### config.mk
export PLATFORM = sky130hd
export DESIGN_NAME = add_sub_exp_align
export DESIGN_NICKNAME = d
export VERILOG_FILES = /design/src/rtl/add_sub_exp_align.sv
export SDC_FILE = /design/constraint.sdc
export NUM_CORES = 1
export LEC_CHECK = 0
export ABC_AREA = 1
export BUFFER_PORTS_ARGS = -buffer_cell sky130_fd_sc_hd__clkbuf_2
export CAP_MARGIN = 0
export CELL_PAD_IN_SITES_DETAIL_PLACEMENT = 2
export CELL_PAD_IN_SITES_GLOBAL_PLACEMENT = 2
export CORE_UTILIZATION = 32
export CTS_BUF_LIST = sky130_fd_sc_hd__clkbuf_4 sky130_fd_sc_hd__clkbuf_8
export DETAILED_ROUTE_END_ITERATION = 10
export PLACE_DENSITY = 0.86
export RECOVER_POWER = 25
export SETUP_SLACK_MARGIN = 0.15
export SYNTH_ARGS = -nofsm -noshare
export SYNTH_HDL_FRONTEND = slang
export SYNTH_SLANG_ARGS = --single-unit
### constraint.sdc
create_clock -name i_clk -period 2.51 [get_ports i_clk]
set_clock_uncertainty 0.1 [all_clocks]
set_input_delay 0.251 -clock i_clk [delete_from_list [all_inputs] [get_ports i_clk]]
set_output_delay 0.251 -clock i_clk [all_outputs]
set_load 0.02 [all_outputs]
### src/rtl/add_sub_exp_align.sv
// Floating-point add/sub front end: picks the larger operand, then right-aligns
// the smaller mantissa by the exponent difference, a few bits per cycle, while
// folding every bit shifted out into a sticky bit (guard/round/sticky in [2:0]).
module add_sub_exp_align #(
  parameter int SIZE_EXP   = 8,
  parameter int SIZE_MAN   = 24,
  parameter int SHIFT_STEP = 8
) (
  input  logic                i_clk,
  input  logic                i_rst,
  input  logic                i_valid,
  output logic                o_ready,
  input  logic [SIZE_EXP-1:0] i_exp_a,
  input  logic [SIZE_EXP-1:0] i_exp_b,
  input  logic [SIZE_MAN-1:0] i_man_a,
  input  logic [SIZE_MAN-1:0] i_man_b,
  output logic                o_valid,
  input  logic                i_ready,
  output logic [SIZE_EXP-1:0] o_exp_max,
  output logic [SIZE_MAN-1:0] o_man_large,
  output logic [SIZE_MAN+2:0] o_man_small,
  output logic                o_swap,
  output logic [SIZE_EXP-1:0] o_shift_amt
);

  // Shifting further than the extended width only moves bits into sticky.
  localparam int EXT_W     = SIZE_MAN + 3;
  localparam int MAX_SHIFT = SIZE_MAN + 2;
  localparam int REM_W     = $clog2(MAX_SHIFT + 1);

  typedef enum logic [1:0] {IDLE, COMPARE, SHIFT, DONE} state_t;

  state_t              state_q, state_d;
  logic [SIZE_EXP-1:0] exp_a_q, exp_b_q;
  logic [SIZE_MAN-1:0] man_a_q, man_b_q;
  logic [REM_W-1:0]    remaining_q;

  // Operand comparison, evaluated on the captured operands during COMPARE.
  logic                swap_c;
  logic [SIZE_EXP-1:0] diff_c;
  logic [REM_W-1:0]    remaining_c;

  // One alignment step on the extended mantissa (o_man_small is the shifter).
  logic [REM_W-1:0]    k_c;
  logic [EXT_W-1:0]    lost_mask_c;
  logic                sticky_c;
  logic [EXT_W-1:0]    ext_shifted_c;
  logic [REM_W-1:0]    remaining_next_c;

  // Compare operands and compute the clamped shift distance.
  always_comb begin
    swap_c = (exp_b_q > exp_a_q) || ((exp_b_q == exp_a_q) && (man_b_q > man_a_q));
    diff_c = (exp_a_q >= exp_b_q) ? (exp_a_q - exp_b_q) : (exp_b_q - exp_a_q);
    if (int'(diff_c) > MAX_SHIFT)
      remaining_c = REM_W'(MAX_SHIFT);
    else
      remaining_c = REM_W'(diff_c);
  end

  // Shift by at most SHIFT_STEP, OR-ing the discarded bits into bit 0.
  always_comb begin
    if (int'(remaining_q) > SHIFT_STEP)
      k_c = REM_W'(SHIFT_STEP);
    else
      k_c = remaining_q;
    lost_mask_c      = ~({EXT_W{1'b1}} << k_c);
    sticky_c         = |(o_man_small & lost_mask_c);
    ext_shifted_c    = (o_man_small >> k_c) | {{(EXT_W-1){1'b0}}, sticky_c};
    remaining_next_c = remaining_q - k_c;
  end

  // Next-state logic.
  // NOTE: every signal assigned in always_comb gets a default first so no path leaves it unassigned (no latch).
  always_comb begin
    state_d = state_q;
    unique case (state_q)
      IDLE:    if (i_valid) state_d = COMPARE;
      COMPARE: state_d = (remaining_c == '0) ? DONE : SHIFT;
      SHIFT:   if (remaining_next_c == '0) state_d = DONE;
      DONE:    if (i_ready) state_d = IDLE;
      default: state_d = IDLE;
    endcase
  end

  // State register; reset drops any in-flight operation.
  // NOTE: sequential blocks use non-blocking assignments so all flops update from pre-edge values.
  always_ff @(posedge i_clk) begin
    if (i_rst) state_q <= IDLE;
    else       state_q <= state_d;
  end

  // Datapath and registered handshake outputs (o_valid/o_ready follow the next state,
  // so i_ready only reaches them through a flop).
  // NOTE: the operand registers are plain flops, so they are reset together with the outputs.
  always_ff @(posedge i_clk) begin
    if (i_rst) begin
      exp_a_q     <= '0;
      exp_b_q     <= '0;
      man_a_q     <= '0;
      man_b_q     <= '0;
      remaining_q <= '0;
      o_valid     <= 1'b0;
      o_ready     <= 1'b1;
      o_exp_max   <= '0;
      o_man_large <= '0;
      o_man_small <= '0;
      o_swap      <= 1'b0;
      o_shift_amt <= '0;
    end else begin
      o_valid <= (state_d == DONE);
      o_ready <= (state_d == IDLE);
      unique case (state_q)
        IDLE: begin
          if (i_valid) begin
            exp_a_q <= i_exp_a;
            exp_b_q <= i_exp_b;
            man_a_q <= i_man_a;
            man_b_q <= i_man_b;
          end
        end
        COMPARE: begin
          o_swap      <= swap_c;
          o_exp_max   <= swap_c ? exp_b_q : exp_a_q;
          o_man_large <= swap_c ? man_b_q : man_a_q;
          o_shift_amt <= diff_c;
          remaining_q <= remaining_c;
          o_man_small <= {(swap_c ? man_a_q : man_b_q), 3'b000};
        end
        SHIFT: begin
          o_man_small <= ext_shifted_c;
          remaining_q <= remaining_next_c;
        end
        default: ;
      endcase
    end
  end

endmodule

==> results.md, run 1 <==
* Residual DRC at 8
* Number of CTS-inserted buffers at 17
* Final count of pins violating max slew at 0
* Area Growth Syn to Fin at 57.8%
* Synth cell types at 52
* Highest Clock Rate at 343 MHz
* Rel. slew slack at 42.6%
* Crit Reg-Reg Startpoint: exp_a_q[0]
* Cell Chain, Critical Path: inv_4 -> ha_4 -> fa_2 -> inv_2 -> nand2_2 -> nand2_4 -> nand3_1 -> nand2_1 -> nand2_1 -> nand3_4 -> nand2_4 -> nor2_8 -> nand4_1 -> o21ai_4 -> nand2_2 -> nor2_2
* Gp weighted congestion at 0.870
* Final #Nets at 1659
* Setup WS post-layout at -408 ps
* Failing checks: design-rule violations, negative hold slack, negative setup slack
* Peak VDD IR at 0.711 mV
* Pwr dens at 1180 nW/um^2
* Reg clk slew, reported paths at 110 ps
* Setup violators final at 69
* Syn_area_per_cell at 6.77 um^2
* Post-Syn Area at 8580 um^2
* Share of synthesized registers carrying an async set or reset at 0%
* CORE AREA at 26200 um^2
* GRT Util Overall at 37.8%
* Crit path kind: register to register
* Routed Antenna Nets at 0
* Post-route insts no fill at 1891
* Status: complete, but fails checks
* Final Cycle Share at 116%
* Vias in the first global route at 11900
* Pre-antenna DRT Iters at 10
* Placed cell area at 9940 um^2
* Hold Path Origin: i_exp_a[1]
* Worst path arrival time at 3270 ps
* Initial antenna violation count at 0
* Die Ht at 166 um
* Worst Setup Start Kind: register
* Die width at 166 um
* Grt total ovfl at 0
* Tmin final at 2920 ps
* I/O pin count at 138
* Crit-path max cell delay at 410 ps
* Reg2reg end: o_valid
* Vias per cell at 6.34
* RSZ-0062 raised after global routing: true
* Placed cell count at 1731
* Starting Density at 32.7%
* Cell taking the most area after synthesis: dfxtp_1
* Worst skew pair latency at 540 ps
* Yosys reg bits at 141
* Syn nets at 1383
* Iteration-0 DRC Markers at 1228
* Most frequent cells in the layout: nand2_1 (196), o21ai_0 (141), inv_1 (124)
* TritonCTS clock tree: built
* Design Area, Final at 13500 um^2
* Final WL at 66300 um
* Vias at 12000
* Avg WL per Cell at 35.1 um
* Slowest-stage cell, CP: dfxtp_4
* # H-tree levels at 4
* Final hold vios at 4
* Post-Syn Instances at 1267
* Post-synthesis sequential area ratio at 32.9%
* Row Count at 59
* Yosys warning count at 0
* # clock sinks at 141
* Pin count of the biggest net entering global routing at 55
* Bufs on Longest Clock Path at 2
* Worst setup EP type: register
* Area share of the largest cell type after synthesis at 32.9%
* Hold endpoint: exp_a_q[1]
* Diode count at 0
* Pleak at 5.76 nW
* Worst Tran Pin Value at 861 ps
* Reg2reg path depth at 16
* Commonest non-fill, non-tap cell in the layout: nand2_1
* WHS at -42.2 ps
* Global-route wire length before repair at 78500 um
* Buf/Inv on CP at 2
* Share of cells above drive strength 1 at 40.7%
* Power Total at 0.0159 W
* PortBufs at 137
* Die footprint at 27500 um^2
* Worst path required time at 2860 ps
* MaxCap Viol Count at 0
* CP Launch Point: exp_a_q[0]
* Top cells by area, synth: dfxtp_1 (33%), a21oi_1 (11%), nand2_1 (11%)
* Family with the most delay on the worst path: simple AND/OR/NAND/NOR gates
* Post-synth EDFFs at 0
* Hold depth at 3
* Dominant synthesized flop cell: dfxtp_1
* Critical Path Fanout Max at 3
* Root Driver: clkbuf_8
* DPL Wire Length at 26400 um
* Flop2flop setup slack at -410 ps
* Hold Crit Class: input pin to register
## synth_stat cells (all sizes together), types with 2 or more instances
library cell,n
nand2,259
o21ai,214
a21oi,198
inv,163
dfxtp,141
nor2,64
nand3,50
ha,46
clkbuf,43
buf,29
nand4,10
o211ai,8
o31ai,5
nor3,4
xor2,4
o2111ai,3
o221ai,3
or2,3
clkinv,2
fa,2
mux2i,2
o211a,2
xnor2,2
## per-layer routing
layer,GRT usage (%),up-vias,wire [um]
met5,0,-,0
met4,19.7,0,3750
met3,6.15,302,5830
met2,66.1,906,31300
met1,44.5,6032,25400
li1,-,4750,-
## where the power goes
part | internal (W) | switching [W]
Combinational | 0.00403 | 0.00631
Clock | 0.00111 | 0.00128
Sequential | 0.00263 | 0.000574
Total | 0.00778 | 0.00816
## registers in the layout, indices dropped and copies added, names as in the netlist, 5 cells and up
signal	cells
o_man_small	27
man_a_q	24
man_b_q	24
o_man_large	24
exp_a_q	8
exp_b_q	8
o_exp_max	8
o_shift_amt	8
remaining_q	5
## worst min-delay path: stages
cell      delay (ps)
clkbuf_2          80
o21ai_0          100
a21oi_1          120
## stage by stage
step | util [%] | worst slack (ps) | setup TNS, ps
after CTS | 45.8 | -34.8 | -34.8
after detailed placement | 37.9 | -236 | -2670
after floorplan | - | 288 | 0
after global routing | 51.7 | -438 | -15440
after global placement | 37.9 | 2.71 | 0
final | 51.7 | -408 | -12810
## area by class of cell
type                    instances  area (um^2)
clock buffers                  19          249
inverters                     165          639
multi-input cells             890         6390
clock inverters                13          189
repair buffers                328         2750
fillers                      2849        12700
well taps                     335          419
flip-flops and latches        141         2900
## logic make-up (layout without fill, tap and decap cells)
group	Yosys count	in the layout	share of synthesized area (%)
AO/OA/AOI/OAI	442	442	27.2
AND/OR/NAND/NOR	390	391	20.7
buffers and inverters	237	525	11.2
flip-flops	141	141	32.9
adder cells (fa/ha/maj)	48	48	7.17
XOR/XNOR	6	6	0.612
multiplexers	2	2	0.233
other	1	1	0.0437
## how the worst max path moves through the flow
stage	end	slack, ps	cells past startpoint
floorplan	o_valid	290	16
global placement	o_valid	3	15
detailed placement	o_valid	-240	15
CTS	o_valid	-30	17
global route	o_valid	-440	16
finish	o_valid	-410	16
## repair_timing
item	4_1_cts	5_1_grt
hold endpoints to repair	31	0
resized for setup	212	272
pin swaps	56	82
setup buffers	27	57
endpoints found under the setup margin	70	70
cloned	13	0
hold buffers	31	0
Note: power is estimated with default switching activity, not from simulation.
==> inputs of run 2 (changes only) <==
CELL_PAD_IN_SITES_DETAIL_PLACEMENT = 0   (was 2)
==> run 2 against run 1 <==
Effect of this change: the flow finishes with violations (design-rule violations); critical path type unchanged; largest cell class unchanged; combinational power fell by 44%; worst hold slack improved by 56 ps; cell count shrank 3.1%; largest power group unchanged; die area stayed put; total power decreased by 34%; via count down 24%; critical path depth grew 1.
==> results.md, run 2 (synthesis results as in run 1) <==
* Diode count at 0 (unchanged)
* Die Ht at 166 um (unchanged)
* Power Total at 0.0105 W (was 0.0159 W)
* Hold depth at 3 (unchanged)
* I/O pin count at 138 (unchanged)
* GRT Util Overall at 20.4% (was 37.8%)
* Multi-input logic area at 5160 um^2 (was 6390 um^2)
* Global-route wire length before repair at 44600 um (was 78500 um)
* Rel. slew slack at 55.3% (was 42.6%)
* Root Driver: clkbuf_8 (unchanged)
* GR Util met1 at 29.0% (was 44.5%)
* Clock Power Share at 16.5% (was 15.0%)
* Sequential Power Share at 28.2% (was 20.1%)
* Failing checks: design-rule violations (was design-rule violations, negative hold slack, negative setup slack)
* Avg WL per Cell at 15.9 um (was 35.1 um)
* Met3 Usage GRT at 2.41% (was 6.15%)
* Sw Share at 45.3% (was 51.2%)
* Worst setup EP type: register (unchanged)
* MaxCap Viol Count at 0 (unchanged)
* Critical Path Fanout Max at 6 (was 3)
* Worst path required time at 2810 ps (was 2860 ps)
* Gp weighted congestion at 0.870 (unchanged)
* FF/Latch Area at 2840 um^2 (was 2900 um^2)
* Fillers at 2754 (was 2849)
* Pleak at 5.01 nW (was 5.76 nW)
* Final hold vios at 0 (was 4)
* Final count of pins violating max slew at 0 (unchanged)
* Area Growth Syn to Fin at 32.4% (was 57.8%)
* Status: complete, but fails checks (unchanged)
* Row Count at 59 (unchanged)
* WHS at 13.7 ps (was -42.2 ps)
* Reg2reg path depth at 17 (was 16)
* Starting Density at 32.7% (unchanged)
* Reg clk slew, reported paths at 90 ps (was 110 ps)
* Die width at 166 um (unchanged)
* Vias at 9094 (was 12000)
* Worst Setup Start Kind: register (unchanged)
* RSZ-0062 raised after global routing: true (unchanged)
* Pre-antenna DRT Iters at 10 (unchanged)
* Hold Crit Class: input pin to register (unchanged)
* Placed cell count at 1731 (unchanged)
* Worst skew pair latency at 460 ps (was 540 ps)
* Worst Tran Pin Value at 671 ps (was 861 ps)
* Vias in the first global route at 8283 (was 11900)
* # H-tree levels at 4 (unchanged)
* Highest Clock Rate at 416 MHz (was 343 MHz)
* Vias per cell at 4.96 (was 6.34)
* Peak VDD IR at 0.346 mV (was 0.711 mV)
* Most frequent cells in the layout: nand2_1 (235), a21oi_1 (188), o21ai_0 (162) (was nand2_1 (196), o21ai_0 (141), inv_1 (124))
* Tmin final at 2410 ps (was 2920 ps)
* M2 GR Usage at 32.6% (was 66.1%)
* Internal power at 0.00573 W (was 0.00778 W)
* Residual DRC at 8 (unchanged)
* Worst path arrival time at 2700 ps (was 3270 ps)
* Reg with most FFs: o_man_small (unchanged)
* PortBufs at 137 (unchanged)
* Comb power frac at 55.3% (was 64.9%)
* Final #Nets at 1600 (was 1659)
* Post-route insts no fill at 1832 (was 1891)
* Iteration-0 DRC Markers at 593 (was 1228)
* Setup WS post-layout at 105 ps (was -408 ps)
* Most Crowded Layer GR: met2 (unchanged)
* Pin count of the biggest net entering global routing at 55 (unchanged)
* TritonCTS clock tree: built (unchanged)
* Share of cells above drive strength 1 at 22.3% (was 40.7%)
* Routed Antenna Nets at 0 (unchanged)
* Max reg flops at 27 (unchanged)
* CORE AREA at 26200 um^2 (unchanged)
* Final Cycle Share at 95.8% (was 116%)
* Bufs on Longest Clock Path at 2 (unchanged)
* Total net switching power at 0.00474 W (was 0.00816 W)
* Number of CTS-inserted buffers at 17 (unchanged)
* Initial antenna violation count at 0 (unchanged)
* Commonest non-fill, non-tap cell in the layout: nand2_1 (unchanged)
* Setup WS pre-CTS at -8.89 ps (was -236 ps)
* Crit path kind: register to register (unchanged)
* Setup violators final at 0 (was 69)
* Grt total ovfl at 0 (unchanged)
* DPL Wire Length at 20700 um (was 26400 um)
* Final WL at 29200 um (was 66300 um)
* Die footprint at 27500 um^2 (unchanged)
* # clock sinks at 141 (unchanged)
* Pwr dens at 921 nW/um^2 (was 1180 nW/um^2)
-- run 2: changes by cell type in the layout (fill, tap and decap cells not counted), sizes merged --
cell         delta
buf            -70
bufinv          -4
clkbuf          +5
clkinv          +1
clkinvlp        +2
dlygate4sd3     +8
nand2           -1
-- run 2: power by group through the flow --
stage,Clock (W),Combinational (W),Sequential (W)
3_3_place_gp,0,0.00479,0.00298
5_1_grt,0.00187,0.00633,0.00300
3_5_place_dp,0,0.00481,0.00298
4_1_cts,0.00178,0.00531,0.00294
6_report,0.00172,0.00579,0.00295
2_1_floorplan,0,0.00299,0.00315
-- run 2: worst paths after layout --
| check | slack (ps) | endpoint | startpoint |
|---|---|---|---|
| hold reg to reg | 370 | o_man_large[10] | o_man_large[10] |
| hold / removal | 10 | man_b_q[7] | i_man_b[7] |
| setup / recovery | 100 | o_valid | exp_a_q[3] |
| setup reg to reg | 100 | o_valid | exp_a_q[3] |
-- run 2: critical path: stages (launching register included) --
cell     delay (ps)
dfxtp_2         330
inv_1           130
ha_4            230
buf_4           130
nand2_1          60
nor2_2           50
nand2_4          60
buf_4           130
nand3_4         110
buf_6           160
buf_4           120
nand2_1          50
nand3_1          60
nor2_1           80
nand4_1         170
o21ai_4         220
nand2_2          80
nor2_2           70
-- run 2: layout make-up --
class	instances	share of cell area, %
clock buffer	20	2.42
clock inverter	12	0.760
inverter	165	5.51
multi-input combinational	889	45.4
sequential	141	25.0
tap	335	3.69
timing repair buffer	270	17.2
-- run 2: what timing repair did --
item                                    in CTS  in global routing
pin swaps                                   14                 20
gates cloned                                 2                  4
resized for setup                           43                 58
hold buffers                                39                  0
endpoints found under the setup margin      53                 67
setup buffers                               15                  9
hold endpoints to repair                    39                  0
-- run 2: stage by stage --
step / area (um^2) / setup TNS, ps / utilization, %
after global routing: 11400 / -93.6 / 43.3
after CTS: 11000 / 0 / 42.1
after floorplan: 8580 / 0 / -
after detailed placement: 9940 / -15.9 / 37.9
after global placement: 9940 / 0 / 37.9
final: 11400 / 0 / 43.3
-- run 2: layer usage --
layer / wire (um) / vias to the layer above / part of all wire (%)
met5: 0 / - / 0
met3: 1160 / 28 / 4.0
met4: 386 / 0 / 1.3
met1: 14300 / 4193 / 49
li1: - / 4639 / -
met2: 13300 / 234 / 46
